## src/rtl/cpu_sequencer.sv

```systemverilog
// -----------------------------------------------------------------------------
// cpu_sequencer
//
// Multi-cycle control sequencer for the J17 processor. Each instruction is
// stepped through FETCH -> DECODE -> EXECUTE -> (WAIT_ALU | STACK) ->
// WRITEBACK. The sequencer drives the datapath strobes, owns the hardware
// stack pointer, and parks in HALT on HLT, illegal opcodes, stack
// overflow/underflow or a hung multi-cycle ALU operation.
//
// Ports
//   clock       : sole clock, rising edge
//   reset       : synchronous, active-high
//   mem_ready   : instruction memory word valid this cycle
//   opcode      : instruction[31:26], stable from DECODE until next ir_load
//   alu_done    : multi-cycle ALU result valid
//   ir_load     : load instruction register (FETCH and mem_ready)
//   pc_write    : PC unit applies pcControl (WRITEBACK)
//   reg_write   : register file write enable (WRITEBACK, writing classes)
//   alu_start   : one-cycle start pulse for multi-cycle ALU ops
//   stack_push  : stack write strobe
//   stack_pop   : stack read strobe
//   sp          : stack occupancy, 0..STACK_DEPTH
//   halted      : sequencer is in HALT
//   fault       : HALT was entered because of an error
//   fault_code  : 0 none, 1 overflow, 2 underflow, 3 ALU timeout
//   state       : current state, for debug
// -----------------------------------------------------------------------------
module cpu_sequencer #(
   parameter int STACK_DEPTH = 16,
   parameter int ALU_TIMEOUT = 32,
   localparam int SPW = $clog2(STACK_DEPTH) + 1
) (
   input  logic           clock,
   input  logic           reset,
   input  logic           mem_ready,
   input  logic [5:0]     opcode,
   input  logic           alu_done,
   output logic           ir_load,
   output logic           pc_write,
   output logic           reg_write,
   output logic           alu_start,
   output logic           stack_push,
   output logic           stack_pop,
   output logic [SPW-1:0] sp,
   output logic           halted,
   output logic           fault,
   output logic [1:0]     fault_code,
   output logic [2:0]     state
);

   // Wide enough to hold ALU_TIMEOUT-1 for any parameter value >= 1.
   localparam int TW = $clog2(ALU_TIMEOUT + 1);

   localparam logic [5:0] OP_MUL  = 6'd2;
   localparam logic [5:0] OP_DIV  = 6'd3;
   localparam logic [5:0] OP_MULI = 6'd6;
   localparam logic [5:0] OP_DIVI = 6'd7;
   localparam logic [5:0] OP_MOD  = 6'd12;
   localparam logic [5:0] OP_MOV  = 6'd24;
   localparam logic [5:0] OP_HLT  = 6'd26;
   localparam logic [5:0] OP_PUSH = 6'd27;
   localparam logic [5:0] OP_POP  = 6'd28;
   localparam logic [5:0] OP_MOVI = 6'd29;

   localparam logic [1:0] FC_NONE  = 2'd0;
   localparam logic [1:0] FC_OVER  = 2'd1;
   localparam logic [1:0] FC_UNDER = 2'd2;
   localparam logic [1:0] FC_TMO   = 2'd3;

   typedef enum logic [2:0] {
      S_FETCH     = 3'd0,
      S_DECODE    = 3'd1,
      S_EXECUTE   = 3'd2,
      S_WAIT_ALU  = 3'd3,
      S_STACK     = 3'd4,
      S_WRITEBACK = 3'd5,
      S_HALT      = 3'd6
   } state_t;

   state_t         st_q, st_d;
   logic [5:0]     op_q;
   logic [TW-1:0]  tmo_q, tmo_d;
   logic [SPW-1:0] sp_q, sp_d;
   logic           fault_q, fault_d;
   logic [1:0]     code_q, code_d;

   // raw strobes before reset gating
   logic ir_raw, pc_raw, rw_raw, as_raw, pu_raw, po_raw;

   function automatic logic is_mc(input logic [5:0] op);
      return (op == OP_MUL) || (op == OP_DIV) || (op == OP_MULI) ||
             (op == OP_DIVI) || (op == OP_MOD);
   endfunction

   function automatic logic is_illegal(input logic [5:0] op);
      return op >= 6'd30;
   endfunction

   // Single-cycle ALU (0..14 minus MC) and MC together cover 0..14.
   function automatic logic writes_reg(input logic [5:0] op);
      return (op <= 6'd14) || (op == OP_MOV) || (op == OP_MOVI) ||
             (op == OP_POP);
   endfunction

   // ---------------------------------------------------------------------------
   // State and datapath registers
   // ---------------------------------------------------------------------------
   always_ff @(posedge clock) begin
      if (reset) begin
         st_q    <= S_FETCH;
         op_q    <= '0;
         tmo_q   <= '0;
         sp_q    <= '0;
         fault_q <= 1'b0;
         code_q  <= FC_NONE;
      end else begin
         st_q    <= st_d;
         tmo_q   <= tmo_d;
         sp_q    <= sp_d;
         fault_q <= fault_d;
         code_q  <= code_d;
         // Opcode is valid from DECODE on; latch it so later states decode
         // from a register rather than the IR path.
         if (st_q == S_DECODE) op_q <= opcode;
      end
   end

   // ---------------------------------------------------------------------------
   // Next-state and strobe decode
   // ---------------------------------------------------------------------------
   always_comb begin
      st_d    = st_q;
      tmo_d   = tmo_q;
      sp_d    = sp_q;
      fault_d = fault_q;
      code_d  = code_q;
      ir_raw  = 1'b0;
      pc_raw  = 1'b0;
      rw_raw  = 1'b0;
      as_raw  = 1'b0;
      pu_raw  = 1'b0;
      po_raw  = 1'b0;

      case (st_q)
         S_FETCH: begin
            ir_raw = mem_ready;
            if (mem_ready) st_d = S_DECODE;
         end

         S_DECODE: begin
            // Illegal opcodes behave as HLT: clean halt, no fault flagged.
            if ((opcode == OP_HLT) || is_illegal(opcode)) st_d = S_HALT;
            else                                          st_d = S_EXECUTE;
         end

         S_EXECUTE: begin
            if (is_mc(op_q)) begin
               as_raw = 1'b1;
               tmo_d  = '0;
               st_d   = S_WAIT_ALU;
            end else if ((op_q == OP_PUSH) && (sp_q == SPW'(STACK_DEPTH))) begin
               fault_d = 1'b1;
               code_d  = FC_OVER;
               st_d    = S_HALT;
            end else if ((op_q == OP_POP) && (sp_q == '0)) begin
               fault_d = 1'b1;
               code_d  = FC_UNDER;
               st_d    = S_HALT;
            end else if ((op_q == OP_PUSH) || (op_q == OP_POP)) begin
               st_d = S_STACK;
            end else begin
               st_d = S_WRITEBACK;
            end
         end

         S_WAIT_ALU: begin
            // alu_done wins over a timeout landing in the same cycle.
            if (alu_done) begin
               st_d = S_WRITEBACK;
            end else if (tmo_q == TW'(ALU_TIMEOUT - 1)) begin
               fault_d = 1'b1;
               code_d  = FC_TMO;
               st_d    = S_HALT;
            end else begin
               tmo_d = tmo_q + TW'(1);
            end
         end

         S_STACK: begin
            // Bounds were checked in EXECUTE, so sp cannot wrap here.
            if (op_q == OP_PUSH) begin
               pu_raw = 1'b1;
               sp_d   = sp_q + SPW'(1);
            end else begin
               po_raw = 1'b1;
               sp_d   = sp_q - SPW'(1);
            end
            st_d = S_WRITEBACK;
         end

         S_WRITEBACK: begin
            pc_raw = 1'b1;
            rw_raw = writes_reg(op_q);
            st_d   = S_FETCH;
         end

         S_HALT: begin
            st_d = S_HALT;
         end

         default: begin
            st_d = S_FETCH;
         end
      endcase
   end

   // A reset landing mid-instruction must not let the aborted instruction
   // strobe the datapath. ir_load is left alone: reloading the IR while
   // FETCH is being held is harmless.
   assign ir_load    = ir_raw;
   assign pc_write   = pc_raw & ~reset;
   assign reg_write  = rw_raw & ~reset;
   assign alu_start  = as_raw & ~reset;
   assign stack_push = pu_raw & ~reset;
   assign stack_pop  = po_raw & ~reset;

   assign sp         = sp_q;
   assign halted     = (st_q == S_HALT);
   assign fault      = fault_q;
   assign fault_code = code_q;
   assign state      = st_q;

endmodule

```

## config.mk

```make
export PLATFORM = sky130hd
export DESIGN_NAME = cpu_sequencer
export DESIGN_NICKNAME = d
export VERILOG_FILES = /design/src/rtl/cpu_sequencer.sv
export SDC_FILE = /design/constraint.sdc
export NUM_CORES = 1
export LEC_CHECK = 0
export CAP_MARGIN = 30
export CORE_MARGIN = 5
export CORE_UTILIZATION = 40
export DETAILED_ROUTE_END_ITERATION = 7
export HOLD_SLACK_MARGIN = 0.15
export PLACE_DENSITY = 0.74
export SETUP_SLACK_MARGIN = 0.5
export SLEW_MARGIN = 20
export SYNTH_ARGS = -nofsm -noshare
export SYNTH_HDL_FRONTEND = slang
export SYNTH_SLANG_ARGS = --single-unit
```

## constraint.sdc

```tcl
create_clock -name clock -period 5.7 [get_ports clock]
set_input_delay 0.57 -clock clock [delete_from_list [all_inputs] [get_ports clock]]
set_output_delay 0.57 -clock clock [all_outputs]
set_load 0.1 [all_outputs]
```

# --- After elaboration in Yosys (flattened, before gate mapping) ---
# Index checks and enable logic that the tools add are counted.
# Widths: inputs -> output; s select.
totals:
  register_bits: 23
  out_inout_bits: 18
classes:
  magnitude_cmp: 2
  n_addsub: 3
  n_reduce_logical: 17
  n_mux: 35
  eq_ne: 26
  bitwise: 6
ops:
  columns: ["cell", "count"]
  rows:
  - ["$eq 6x5->1 const B", 6]
  - ["$mux 6", 3]
  - ["$pmux 3 s6", 1]
  - ["$mux 1", 15]
  - ["$mux 3", 5]
  - ["$mux 2", 7]
  - ["$eq 6x2->1 const B", 2]
  - ["$eq 6x3->1 const B", 2]
  - ["$ne 2x2->1 const B", 6]
  - ["$pmux 6 s2", 1]
  - ["$eq 3x3->1 const B", 3]
  - ["$logic_or 1x1->1", 9]
  - ["$add 6x1->6 const B", 1]
  - ["$eq 3x2->1 const B", 2]
  - ["$eq 6x4->1 const B", 1]
  - ["$ge 6x5->1 const B", 1]
  - ["$le 6x4->1 const B", 1]
  - ["$ne 3x3->1 const B", 2]
  - ["$add 5x1->5 const B", 1]
  - ["$and 1x1->1", 5]
  - ["$eq 5x5->1 const B", 1]
  - ["$logic_not 5->1", 1]
  - ["$mux 5", 1]
  - ["$reduce_and 5->1", 1]
  - ["10 further kinds", 11]

# --- Logic depth before layout (Yosys ltp) ---
# Gate-level depths: netlist of run 1.
logic_depth:
  depth_word: 8
  mapped_depth: 11
  depth_no_buf: 9

# --- Least setup slack after synthesis of run 1 ---
# Ideal clock, no wire load.
synth_timing:
  path_type: "register -> output"
  startpoint: "reg st_q[2], in the netlist state[2]"
  endpoint: "out reg_write"
  arrival_time_ps: 6871
  required_ps: 5130
  slack_ps: -1741
  stages_incl_launch_ff: 5
  path_buffers: 1
  path_cell_list: "dfxtp_1 clkbuf_1 nor4bb_1 nand2_1 a211oi_1"
synth_via:
  elab_chain_cells: 3
synth_rtl:
  columns: ["item", "line_no", "text"]
  rows:
  - ["from (decl)", "80", "state_t st_q, st_d;"]
  - ["from (signal assigned)", "117", "st_q <= st_d;"]
  - ["$eq 3x3->1", "144", "case (st_q)"]
  - ["$mux 1", "144", null]
  - ["$and 1x1->1", "222", "assign reg_write = rw_raw & ~reset;"]
  - ["to (decl)", "40", "output logic reg_write,"]
# No other way between the ends.

# --- Worst setup path after layout of run 1 ---
layout_timing:
  startpoint: "in reset"
  endpoint: "out reg_write"
layout_via:
  elab_chain_cells: 2
layout_rtl:
  columns: ["item", "line_no", "text"]
  rows:
  - ["from (decl)", "34", "input logic reset,"]
  - ["$not 1->1", "222", null]
  - ["$and 1x1->1", "222", null]
# No other way between the ends.

==> results.yml, run 1 <==
outcome:
  run_status: "finished clean"
layout:
  layout.cells.non_filler: 238
  num_antenna_cells: 0
  layout-drive-gt1-share_pct: 7.29
  final_net_count: 208
  finish.instance_area_mm2: 0.00172
  area_growth_pct: 25.9
cts:
  path_clk_slew_ns: 0.13
  depth_of_the_cts_h_tree: 1
  post_cts_hold_buffer_count: 0
  cts.root.buffer_cell: "sky130_fd_sc_hd__clkbuf_4"
  postCtsResizedCells: 0
  clock_sink_count: 23
  total_cts_buffers: 3
  worstSkewPairLatency_ns: 0.31
  postCtsSetupRepairBufs: 0
  tritoncts_clock_tree: "done"
  cts_buffer_depth: 2
synthesis:
  synthesis.area_per_instance_um2: 8.17
  part_of_the_yosys_area_used_for_sequential_elements_pct: 33.8
  synth_area_mm2: 0.00136
  post-synth-top-count-cell: "sky130_fd_sc_hd__nor2_1"
  synth.ff_latch_count: 23
  yosys_warnings: 0
  synth-main-ff-cell: "sky130_fd_sc_hd__dfxtp_1"
  synthesis.instances: 167
  synth_largest_type_area_fraction_pct: 33.8
  ys_top_cells_by_count: "sky130_fd_sc_hd__nor2_1, sky130_fd_sc_hd__dfxtp_1, sky130_fd_sc_hd__a21oi_1, sky130_fd_sc_hd__inv_1"
  synth_enable_flop_cells: 0
  synth_top_cells_by_area: "sky130_fd_sc_hd__dfxtp_1, sky130_fd_sc_hd__nor2_1, sky130_fd_sc_hd__a21oi_1"
  syn-num-nets: 182
  synth.largest_area_cell: "sky130_fd_sc_hd__dfxtp_1"
  synth_cell_type_count: 46
  postSynth.asyncResetShare_pct: 0
sta:
  maxSlewHeadroom_pct: 34.4
  fin_worst_skew_ns: 0.00116
  final_period_minus_worst_setup_slack_ns: 3.50
  worstMarginPinSlew_ns: 0.980
  slew_violations: 0
  worst_hold_slack_ns: 0.454
  fmax_mhz: 286
  final-hold-violation-count: 0
  period_share_pct: 61.4
  totalNegativeSetupSlack_ns: 0
  unrepaired_setup_endpoints_after_global_routing: "false"
  setup_viol: 0
global_routing:
  globalRouteTotalUtil_pct: 15.0
  grt_first_pass_wirelength_um: 5340
  grt_start_max_net_pins: 25
  grt_antenna_before_repair: 0
  number_of_global_route_vias_before_repair: 1252
  grt_overflow_total: 0
placement:
  dp.final_hpwl_um: 2370
  global_placement_routability_congestion: 0.836
  numPlacedInstances: 234
  area_post_placement_mm2: 0.00169
  io_buffers: 27
die:
  fp.coreArea_mm2: 0.00331
  start_util_pct: 41.2
  design.die.area_mm2: 0.00468
  io-pin-count: 28
  die_width_um: 68.4
  num_rows: 21
  die_height_um: 68.4
route:
  detail_route.iter0.violations: 70
  detail_route.vias_per_cell: 5.51
  firstDrtPassIters: 4
  totalWireLength_um: 3180
  routedWlPerCell_um: 13.4
  antenna_violating_nets_post_route: 0
  vias: 1312
  route.detailed.drc: 0
pwr:
  max-vdd-ir-drop_mv: 0.160
  total_leakage_power_uw: 0.000580
  power_density_mw_per_mm2: 310
critical_path:
  crit_path_frequent_cell: "sky130_fd_sc_hd__clkdlybuf4s50_1"
  cp_slowest_cell: "sky130_fd_sc_hd__clkdlybuf4s50_1"
  criticalPathCategory: "input pin to output port"
  timing.critical_path.required_ns: 5.13
  critical_path.cell_chain: "clkdlybuf4s50_1 -> buf_4 -> nor4bb_4 -> nand2_1 -> a211oi_2 -> clkdlybuf4s50_1"
  crit_path_start_kind: "input pin"
  timing.critical_path.fanout_max: 24
  cp-end-kind: "output port"
  worst_ep_arrival_time_ns: 2.93
  critPathMaxStageDelay_ns: 1.16
run:
  maxCapViolCount: 0
min_path:
  hold_wc_path_type: "flop to flop"
sequential cells by signal, indices dropped and copies added (netlist names):
signal      flops
fault_code      2
fault           1
tmo_q           6
op_q            6
sp              5
state           3
metal layers:
layer  vias to the layer above  routed length, um  GRT usage, %
li1                        649                  -             -
met1                       628               1470          17.7
met2                        33               1530          25.1
met3                         2                146          3.78
met4                         0                 36          7.20
met5                         -                  0             0
metrics by stage:
step	setup slack (ns)	util, %	power (uW)
2_1_floorplan	0.955	-	402
3_3_place_gp	2.22	51.1	450
3_5_place_dp	2.18	51.1	457
4_1_cts	2.17	51.9	533
5_1_grt	2.09	51.9	564
6_report	2.20	51.9	532
logic make-up (layout without fill, tap and decap cells):
kind of cell,Yosys count,in the layout,synth area share (%)
xor+xnor,6,6,3.85
simple gates,71,71,27.9
buf+inv,16,41,4.59
mux,5,5,3.67
flops,23,23,33.8
compound gates,41,41,21.1
fa+ha+maj,5,5,5.14
layout by cell type, fill, tap and decap left out, types with 2 or more instances in the layout:
master                             n
sky130_fd_sc_hd__a211oi_1          2
sky130_fd_sc_hd__a21o_1            3
sky130_fd_sc_hd__a21oi_1          12
sky130_fd_sc_hd__a221oi_1          2
sky130_fd_sc_hd__clkbuf_4          3
sky130_fd_sc_hd__clkdlybuf4s50_1  27
sky130_fd_sc_hd__dfxtp_1          23
sky130_fd_sc_hd__ha_1              4
sky130_fd_sc_hd__inv_1             9
sky130_fd_sc_hd__mux2i_1           5
sky130_fd_sc_hd__nand2_1           8
sky130_fd_sc_hd__nand2b_1          5
sky130_fd_sc_hd__nand3_1           8
sky130_fd_sc_hd__nor2_1           26
sky130_fd_sc_hd__nor3_1            4
sky130_fd_sc_hd__nor4_1            2
sky130_fd_sc_hd__nor4b_1           2
sky130_fd_sc_hd__o2111ai_1         2
sky130_fd_sc_hd__o211ai_1          2
sky130_fd_sc_hd__o21ai_0           8
sky130_fd_sc_hd__or3_1             3
sky130_fd_sc_hd__xnor2_1           3
sky130_fd_sc_hd__xor2_1            3
area by class of cell:
type	instances	area (um^2)
inverter	9	33.8
sequential	23	460
timing repair buffer	28	278
multi-input combinational	128	861
clock buffer	4	26.3
fill	351	1590
tap	46	57.6
worst max-delay path, delay by kind of cell:
kind	cells	cell delay [ns]
compound gates	1	0.19
buf+inv	3	1.77
simple gates	2	0.39
final timing paths:
| path | start | endpoint | slack [ns] | cells after the start |
|---|---|---|---|---|
| setup / recovery | reset | reg_write | 2.20 | 6 |
| hold / removal | fault | fault | 0.45 | 2 |
| setup reg to reg | op_q[5] | sp[4] | 3.27 | 9 |
| hold reg to reg | fault | fault | 0.45 | 2 |
power breakdown:
part	leakage, uW	switching [uW]	internal (uW)
clock network	0.0000150	49.7	27.3
logic	0.000378	159	83.9
registers	0.000187	34.7	177
Power figures use the tool's default switching activity.
==> run 2, diff against run 1 <==
clock period = 3.5 ns   (was 5.7 ns; I/O delays follow)
==> results.yml, run 2 (synthesis gave the netlist of run 1 again) <==
layout:
  final_core_util_pct: 52.3
  final_net_count: 208
  num_antenna_cells: 0
  mostFrequentLayoutCell: "sky130_fd_sc_hd__nor2_1"
  final.fill_count: 331
  finish.instance_area_mm2: 0.00173
  area_growth_pct: 26.9
  layout.cells.non_filler: 238
  final_cell_mix: "sky130_fd_sc_hd__nor2_1, sky130_fd_sc_hd__dfxtp_1, sky130_fd_sc_hd__clkdlybuf4s50_1"
  layout-drive-gt1-share_pct: 14.1
die:
  start_util_pct: 41.2
  io-pin-count: 28
  fp.coreArea_mm2: 0.00331
  num_rows: 21
  die_width_um: 68.4
  design.die.area_mm2: 0.00468
  die_height_um: 68.4
critical_path:
  critical-path-top-delay-family: "buffers and inverters"
  worstSetupStartpoint: "state[1]"
  cp_slowest_cell: "sky130_fd_sc_hd__clkdlybuf4s50_1"
  crit_path_start_kind: "flop"
  reg2regPathDepth: 9
  timing.critical_path.fanout_max: 15
  critical_path.endpoint: "state[1]"
  crit_path_buf_inv_count: 1
  timing.critical_path.required_ns: 3.15
  critical_path.cell_chain: "clkdlybuf4s50_1"
  r2r-start: "op_q[5]"
  worst_ep_arrival_time_ns: 2.27
  r2r-end: "sp[4]"
  cp-end-kind: "output port"
  criticalPathCategory: "flop to output port"
  setup.reg_to_reg.worst_slack_ns: 0.98
  crit_cells: 1
  critPathMaxStageDelay_ns: 1.25
route:
  detail_route.iter0.violations: 56
  firstDrtPassIters: 4
  routedWlPerCell_um: 14.0
  totalWireLength_um: 3330
  detail_route.vias_per_cell: 5.51
  antenna_violating_nets_post_route: 0
  route.detailed.drc: 0
  vias: 1311
pwr:
  max-vdd-ir-drop_mv: 0.326
  power_density_mw_per_mm2: 507
  design_power_total_uw: 878
  total_leakage_power_uw: 0.000600
cts:
  depth_of_the_cts_h_tree: 1
  tritoncts_clock_tree: "done"
  cts_buffer_depth: 2
  worstSkewPairLatency_ns: 0.31
  postCtsResizedCells: 0
  cts.root.buffer_cell: "sky130_fd_sc_hd__clkbuf_4"
  path_clk_slew_ns: 0.13
  clock_sink_count: 23
  postCtsSetupRepairBufs: 0
  post_cts_hold_buffer_count: 0
  total_cts_buffers: 3
global_routing:
  globalRouteTotalUtil_pct: 15.6
  grt_first_pass_wirelength_um: 5560
  grt_start_max_net_pins: 25
  number_of_global_route_vias_before_repair: 1259
  grt_antenna_before_repair: 0
  grt_overflow_total: 0
sta:
  fmax_mhz: 381
  unrepaired_setup_endpoints_after_global_routing: "false"
  worstMarginPinSlew_ns: 0.983
  final_period_minus_worst_setup_slack_ns: 2.62
  maxSlewHeadroom_pct: 34.3
  setup_viol: 0
  totalNegativeSetupSlack_ns: 0
  period_share_pct: 74.9
  fin_worst_skew_ns: 0.00381
  slew_violations: 0
  final-hold-violation-count: 0
placement:
  global_placement_routability_congestion: 0.851
  area_post_placement_mm2: 0.00170
  dp.final_hpwl_um: 2540
  numPlacedInstances: 234
  io_buffers: 27
min_path:
  worst_hold_path_stage_count: 2
  hold_wc_path_type: "flop to flop"
run:
  maxCapViolCount: 0
outcome:
  run_status: "finished clean"
run 2: changes by cell type in the layout (fill, tap and decap cells not counted), sizes merged:
cell and delta:
buf +7, clkdlybuf4s50 -7
run 2: metal layers:
| metal | vias up | wire length (um) | track usage [%] |
|---|---|---|---|
| met3 | 9 | 157 | 3.12 |
| met1 | 611 | 1530 | 19.6 |
| li1 | 651 | - | - |
| met5 | - | 0 | 0 |
| met2 | 40 | 1560 | 24.6 |
| met4 | 0 | 84 | 8.68 |
run 2: worst min-delay path by stage:
stage / from / slack [ns] / to
CTS: fault / 0.47 / fault
global placement: fault / 0.43 / fault
global route: fault / 0.48 / fault
detailed placement: fault / 0.45 / fault
finish: fault / 0.46 / fault
floorplan: reset / 0.43 / state[2]
run 2: layout make-up:
cell class                      count  area (um^2)  share of cell area (%)
Tap cell                           46         57.6                    3.33
Clock buffer                        4         26.3                    1.52
Timing Repair Buffer               28          260                    15.0
Sequential cell                    23          463                    26.8
Inverter                            9         33.8                    1.95
Multi-Input combinational cell    128          890                    51.4
run 2: power by group:
group | switching, uW | total (uW) | internal, uW
combinational | 267 | 404 | 137
clock | 81.7 | 126 | 44.6
sequential | 58.4 | 347 | 289
run 2: through the flow:
| stage | hold slack [ns] | setup slack, ns |
|---|---|---|
| final | 0.463 | 0.877 |
| after global routing | 0.484 | 0.792 |
| after CTS | 0.467 | 0.884 |
| after detailed placement | 0.448 | 1.03 |
| after global placement | 0.435 | 1.20 |
| after floorplan | 0.434 | -0.187 |
